<file path="src/rtl/if_fetch_stage.sv">
// -----------------------------------------------------------------------------
// if_fetch_stage
//   Instruction-fetch stage feeding the IF/ID pipeline register. Owns the PC,
//   talks to a variable-latency req/ack instruction memory, presents
//   {PC+4, instruction} to IF/ID with a write strobe, honours the hazard-unit
//   stall and performs branch/jump redirects with an IF/ID flush.
//
// Parameters
//   RESET_PC         PC loaded on reset (word aligned)
//
// Ports
//   clk              in   1   rising-edge clock
//   rst_n            in   1   asynchronous active-low reset
//   imem_req         out  1   instruction-memory request
//   imem_addr        out  32  request address (= PC)
//   imem_ack         in   1   one-cycle response strobe
//   imem_rdata       in   32  instruction word, valid with imem_ack
//   stall            in   1   IF/ID must hold this cycle
//   redirect_valid   in   1   branch/jump taken (single-cycle pulse)
//   redirect_target  in   32  new PC, word aligned
//   PCAddResult      out  32  PC+4 of the presented instruction
//   Instruction      out  32  presented instruction word
//   IFIDWrite        out  1   IF/ID accepts this edge
//   IFIDFlush        out  1   IF/ID clears this edge
//   perf_fetched     out  32  (FETCH_PERF_CNT_EN only) saturating count of IFIDWrite
//   perf_bubbles     out  32  (FETCH_PERF_CNT_EN only) saturating count of cycles without IFIDWrite
//
// Configuration macro
//   FETCH_PERF_CNT_EN  adds the two performance counters and their ports.
// -----------------------------------------------------------------------------
module if_fetch_stage #(
  parameter logic [31:0] RESET_PC = 32'h0000_0000
) (
  input  logic        clk,
  input  logic        rst_n,
  output logic        imem_req,
  output logic [31:0] imem_addr,
  input  logic        imem_ack,
  input  logic [31:0] imem_rdata,
  input  logic        stall,
  input  logic        redirect_valid,
  input  logic [31:0] redirect_target,
  output logic [31:0] PCAddResult,
  output logic [31:0] Instruction,
  output logic        IFIDWrite,
  output logic        IFIDFlush
`ifdef FETCH_PERF_CNT_EN
  ,
  output logic [31:0] perf_fetched,
  output logic [31:0] perf_bubbles
`endif
);

  typedef enum logic [1:0] {
    ST_REQ  = 2'd0,  // request outstanding
    ST_HOLD = 2'd1,  // word captured while IF/ID stalled
    ST_DROP = 2'd2   // redirected, waiting out the stale ack
  } state_t;

  state_t      r_state;
  state_t      w_state_nxt;
  logic [31:0] r_pc;
  logic [31:0] w_pc_nxt;
  logic [31:0] r_buf;
  logic [31:0] w_buf_nxt;
  logic        r_run;
  logic [31:0] w_pc_inc;
  logic        w_req;
  logic        w_write;
  logic        w_flush;
  logic [31:0] w_instr;

  assign w_pc_inc = r_pc + 32'd4;

  // r_run is cleared by reset and set on the first edge after release, so all
  // outputs read 0 during reset and the first request appears one cycle later.
  always_ff @(posedge clk or negedge rst_n) begin
    if (!rst_n) begin
      r_run <= 1'b0;
    end else begin
      r_run <= 1'b1;
    end
  end

  // State, PC and hold-buffer registers.
  always_ff @(posedge clk or negedge rst_n) begin
    if (!rst_n) begin
      r_state <= ST_REQ;
      r_pc    <= RESET_PC;
      r_buf   <= 32'h0000_0000;
    end else begin
      r_state <= w_state_nxt;
      r_pc    <= w_pc_nxt;
      r_buf   <= w_buf_nxt;
    end
  end

  // Next-state and IF/ID control. Redirect outranks everything, including stall.
  always_comb begin
    w_state_nxt = r_state;
    w_pc_nxt    = r_pc;
    w_buf_nxt   = r_buf;
    w_req       = 1'b0;
    w_write     = 1'b0;
    w_flush     = 1'b0;
    w_instr     = imem_rdata;

    if (r_run) begin
      w_req   = (r_state == ST_REQ);
      w_instr = (r_state == ST_HOLD) ? r_buf : imem_rdata;

      if (redirect_valid) begin
        w_flush   = 1'b1;
        w_pc_nxt  = redirect_target;
        w_buf_nxt = 32'h0000_0000;
        case (r_state)
          // An un-acked request is still in flight; its ack must be swallowed.
          ST_REQ:  w_state_nxt = imem_ack ? ST_REQ : ST_DROP;
          ST_HOLD: w_state_nxt = ST_REQ;
          ST_DROP: w_state_nxt = imem_ack ? ST_REQ : ST_DROP;
          default: w_state_nxt = ST_REQ;
        endcase
      end else begin
        case (r_state)
          ST_REQ: begin
            if (imem_ack) begin
              if (stall) begin
                w_buf_nxt   = imem_rdata;
                w_state_nxt = ST_HOLD;
              end else begin
                w_write  = 1'b1;
                w_pc_nxt = w_pc_inc;
              end
            end else begin
              w_state_nxt = ST_REQ;
            end
          end
          ST_HOLD: begin
            if (!stall) begin
              w_write     = 1'b1;
              w_pc_nxt    = w_pc_inc;
              w_state_nxt = ST_REQ;
            end else begin
              w_state_nxt = ST_HOLD;
            end
          end
          ST_DROP: begin
            if (imem_ack) begin
              w_state_nxt = ST_REQ;
            end else begin
              w_state_nxt = ST_DROP;
            end
          end
          default: w_state_nxt = ST_REQ;
        endcase
      end
    end else begin
      w_state_nxt = ST_REQ;
    end
  end

  // The ack-to-IFIDWrite path is combinational so the memory word reaches
  // IF/ID in the same cycle it returns.
  assign imem_req    = w_req;
  assign imem_addr   = r_run ? r_pc : 32'h0000_0000;
  assign PCAddResult = r_run ? w_pc_inc : 32'h0000_0000;
  assign Instruction = r_run ? w_instr : 32'h0000_0000;
  assign IFIDWrite   = w_write;
  assign IFIDFlush   = w_flush;

`ifdef FETCH_PERF_CNT_EN
  logic [31:0] r_perf_fetched;
  logic [31:0] r_perf_bubbles;

  // Saturating fetch / bubble counters.
  always_ff @(posedge clk or negedge rst_n) begin
    if (!rst_n) begin
      r_perf_fetched <= 32'h0000_0000;
      r_perf_bubbles <= 32'h0000_0000;
    end else begin
      if (w_write) begin
        if (r_perf_fetched != 32'hFFFF_FFFF) begin
          r_perf_fetched <= r_perf_fetched + 32'd1;
        end else begin
          r_perf_fetched <= r_perf_fetched;
        end
      end else begin
        if (r_perf_bubbles != 32'hFFFF_FFFF) begin
          r_perf_bubbles <= r_perf_bubbles + 32'd1;
        end else begin
          r_perf_bubbles <= r_perf_bubbles;
        end
      end
    end
  end

  assign perf_fetched = r_perf_fetched;
  assign perf_bubbles = r_perf_bubbles;
`endif

endmodule

</file>
<file path="config.mk">
export PLATFORM = sky130hd
export DESIGN_NAME = if_fetch_stage
export DESIGN_NICKNAME = d
export VERILOG_FILES = /design/src/rtl/if_fetch_stage.sv
export SDC_FILE = /design/constraint.sdc
export NUM_CORES = 1
export LEC_CHECK = 0
export CELL_PAD_IN_SITES_DETAIL_PLACEMENT = 0
export CELL_PAD_IN_SITES_GLOBAL_PLACEMENT = 1
export CORE_MARGIN = 4
export CORE_UTILIZATION = 29
export DETAILED_ROUTE_END_ITERATION = 8
export MAX_ROUTING_LAYER = met4
export PLACE_DENSITY = 0.87
export SYNTH_ARGS = -nofsm -noshare
export SYNTH_HDL_FRONTEND = slang
export SYNTH_SLANG_ARGS = --single-unit
</file>
<file path="constraint.sdc">
create_clock -name clk -period 2.38 [get_ports clk]
set_clock_uncertainty 0.2 [all_clocks]
set_input_delay 0.476 -clock clk [delete_from_list [all_inputs] [get_ports clk]]
set_output_delay 0.476 -clock clk [all_outputs]
set_load 0.01 [all_outputs]
</file>
==> tab_implementation.tex <==
\begin{tabular}{lr}
\hline
Metric & Value \\
\hline
\multicolumn{2}{l}{\textbf{Global routing}} \\
Total overflow reported by the global router & 0 \\
GRT Overall Usage & 21.31\% \\
Global-route wire length before repair & 30,070 µm \\
Number of global-route vias before repair & 5,713 \\
Maximum number of pins on one net before global-route repair & 42 \\
Number of antenna violations at the first check in global routing & 1 \\
\multicolumn{2}{l}{\textbf{Route}} \\
Met3 WL post-DR & 993 µm \\
Via density per instance & 5.208 \\
Total detailed-routing wirelength & 20,160 µm \\
Metal1 wirelength & 8434 µm \\
Final routed DRC violation total & 0 \\
Drt wl/cell & 18.44 µm \\
Uppermost routed layer & met4 \\
First drt pass iteration count & 5 \\
Total vias in the final route & 5,692 \\
Detail Route Antenna Nets & 0 \\
Met2 Wirelength & 10,080 µm \\
Violation count after the first detailed-route iteration & 416 \\
\multicolumn{2}{l}{\textbf{Worst setup path}} \\
Max FO, Critical Path & 2 \\
Data arrival at the endpoint of the critical path & 2.44 ns \\
Type of origin of the critical path & flip-flop \\
Reg2Reg Capture Point & r\_pc[23] \\
Worst Reg2Reg Path Length in Cells & 9 \\
Crit path kind & flip-flop to primary output \\
Worst path required time & 1.70 ns \\
Timing endpoint of the critical path & PCAddResult[23] \\
Setup slack on the worst flop-to-flop path & -0.48 ns \\
R2r startpoint & r\_pc[15] \\
Launch point of the critical path & r\_pc[15] \\
Critical Path Sink Type & primary output \\
\multicolumn{2}{l}{\textbf{Place}} \\
Buffers on Ports & 167 \\
Gp weighted congestion & 0.8902 \\
Worst slack, placed & -0.6768 ns \\
Cell Count Post-Placement & 1,015 \\
Post-DP HPWL & 12,370 µm \\
Placed inst area & 7450 µm² \\
\multicolumn{2}{l}{\textbf{Timing}} \\
Final setup violation count & 29 \\
Final setup TNS & -10.82 ns \\
Worst Slack Setup Final & -0.7333 ns \\
Final Cycle Share & 130.8\% \\
Total count of hold-check failures in the final report & 0 \\
Pins over their slew limit & 0 \\
Worst slack on hold paths & 0.3044 ns \\
Max Clk Rate & 321.2 MHz \\
Fin crit period & 3.113 ns \\
RSZ-0062 raised after global routing & yes \\
\multicolumn{2}{l}{\textbf{Logic synthesis}} \\
Largest cells by area after synthesis & sky130\_fd\_sc\_hd\_\_dfrtp\_1, sky130\_fd\_sc\_hd\_\_and2\_1, sky130\_fd\_sc\_hd\_\_nand2\_1 \\
Cell taking the most area after synthesis & sky130\_fd\_sc\_hd\_\_dfrtp\_1 \\
Sequential cell area fraction in the yosys report & 36.66\% \\
Number of cells produced by synthesis & 560 \\
Library cell with the highest instance count after synthesis & sky130\_fd\_sc\_hd\_\_nand2\_1 \\
Most used flip-flop cell after synthesis & sky130\_fd\_sc\_hd\_\_dfrtp\_1 \\
Total number of yosys warnings & 0 \\
Post-synth EDFFs & 0 \\
Total standard cell area after synthesis & 4573 µm² \\
Mean instance size in the synthesized netlist & 8.166 µm² \\
Synth cell types & 46 \\
Nets in the synthesized netlist & 630 \\
Fraction of synthesized cell area taken by the top area cell type & 36.66\% \\
Flip-flop and latch count after synthesis & 67 \\
Ranking of synthesized cells by instance count & sky130\_fd\_sc\_hd\_\_nand2\_1, sky130\_fd\_sc\_hd\_\_dfrtp\_1, sky130\_fd\_sc\_hd\_\_and2\_1, sky130\_fd\_sc\_hd\_\_clkbuf\_1 \\
Fraction of registers with async set or reset after synthesis & 100.0\% \\
\multicolumn{2}{l}{\textbf{Die}} \\
Width of the chip & 133.6 µm \\
Height of the chip & 133.6 µm \\
I/O pin count & 168 \\
Core region area & 15,310 µm² \\
Initial standard-cell utilization of the core & 29.86\% \\
Die area & 17,840 µm² \\
Floorplan row count & 45 \\
\multicolumn{2}{l}{\textbf{Outcome}} \\
Result of the run & finished, violations left \\
Violated checks & setup timing \\
\multicolumn{2}{l}{\textbf{Pwr}} \\
Power per unit of standard cell area & 547.8 nW/µm² \\
Pwr Total & 4.818 mW \\
Cell leakage power & 4.482 nW \\
Maximum vdd ir drop & 0.4043 mV \\
\multicolumn{2}{l}{\textbf{Finish}} \\
Layout area overhead & 92.31\% \\
Count of filler cells inserted in the layout & 1,331 \\
Diode insertion count for antenna repair & 0 \\
Share of the core filled with cells & 57.43\% \\
Share of final-layout standard cells stronger than drive strength 1 & 40.02\% \\
Final Instance Area & 8795 µm² \\
Post-layout nets & 947 \\
Filler-free cell count of the finished design & 1,093 \\
\multicolumn{2}{l}{\textbf{Run}} \\
Number of violations of the max-capacitance limit & 0 \\
\multicolumn{2}{l}{\textbf{Clocking}} \\
Clk sink count & 67 \\
H-tree depth reported by CTS & 3 \\
CTS clock-pin slew for the worst setup and hold paths & 0.06 ns \\
Number of buffers added by the clock tree synthesis step & 9 \\
Latest clock arrival within the worst-skew pair & 0.34 ns \\
Maximum count of clock buffers along a single path & 2 \\
Clock tree from TritonCTS & built \\
CTS Root Buffer Type & sky130\_fd\_sc\_hd\_\_clkbuf\_16 \\
\multicolumn{2}{l}{\textbf{Min path}} \\
Worst min-delay path category & flip-flop to flip-flop \\
\hline
\end{tabular}
==> worst max-delay path, stage by stage, from the launching register on <==
cell and delay, ns:
sky130_fd_sc_hd__dfrtp_1 0.37, sky130_fd_sc_hd__buf_4 0.13, sky130_fd_sc_hd__nand4_4 0.11, sky130_fd_sc_hd__or4_4 0.52
sky130_fd_sc_hd__or4_4 0.53, sky130_fd_sc_hd__xnor2_2 0.15, sky130_fd_sc_hd__and2_1 0.15, sky130_fd_sc_hd__buf_2 0.13
==> repair_timing <==
item,CTS,global route
hold endpoints to repair,32,0
setup buffers,36,28
pin swaps,42,40
setup endpoints to repair,97,90
gates resized for setup,284,128
hold buffers,1,0
cloned,2,5
==> flip-flops by register name, indices dropped and copies added (netlist names) <==
register and cells:
r_pc 32, r_buf 32, r_run 1, r_state 2
==> how the worst min path moves through the flow <==
stage	startpoint	to	slack, ns	cells past startpoint
2_1_floorplan	rst_n	r_buf[0]	-0.02	0
3_3_place_gp	rst_n	r_buf[20]	0.24	1
3_5_place_dp	rst_n	r_buf[17]	0.26	1
4_1_cts	r_pc[0]	r_pc[0]	0.31	1
5_1_grt	r_buf[22]	r_buf[22]	0.32	1
6_report	r_pc[0]	r_pc[0]	0.30	1
==> metal layers <==
metal	up-vias	GRT usage, %
li1	2616	-
met5	-	-
met1	2793	26.81
met3	63	4.192
met2	220	35.16
met4	0	5.714
==> layout make-up <==
| cell class | count | area, µm² | share of cell area [%] |
|---|---|---|---|
| Clock inverter | 7 | 163.9 | 1.864 |
| Timing Repair Buffer | 360 | 3292 | 37.43 |
| Multi-Input combinational cell | 434 | 3151 | 35.82 |
| Inverter | 5 | 18.77 | 0.2134 |
| Tap cell | 211 | 264.0 | 3.002 |
| Clock buffer | 9 | 225.2 | 2.561 |
| Sequential cell | 67 | 1680 | 19.11 |
==> where the power goes <==
group | internal, mW | leakage (nW) | switching (mW)
Sequential | 1.26 | 0.848 | 0.103
Combinational | 0.894 | 3.44 | 0.795
Clock | 1.24 | 0.190 | 0.527
Total | 3.39 | 4.48 | 1.42
==> placed cells by master (no fill, tap or decap), drive strengths merged, types with 25 or more instances in the layout <==
master	synthesis	routed
buf	11	233
nand2	82	82
clkdlybuf4s50	0	69
dfrtp	67	67
and2	63	63
a22o	32	32
a21boi	32	32
dlymetal6s2s	0	29
clkbuf	43	29
nand3	28	28
o21ai	25	25
==> logic make-up (layout without fill, tap and decap cells) <==
family | count (synthesis) | count (layout) | synth area share, %
muxes | 6 | 6 | 1.368
other | 1 | 1 | 0.08200
and+or+nand+nor | 261 | 261 | 29.80
DFF | 67 | 67 | 36.66
AOI/OAI and AO/OA | 137 | 137 | 21.23
xor gates and xnor gates | 28 | 28 | 5.362
buffers and inverters | 59 | 381 | 5.226
adders and majority gates | 1 | 1 | 0.2736
Power figures use the tool's default switching activity.
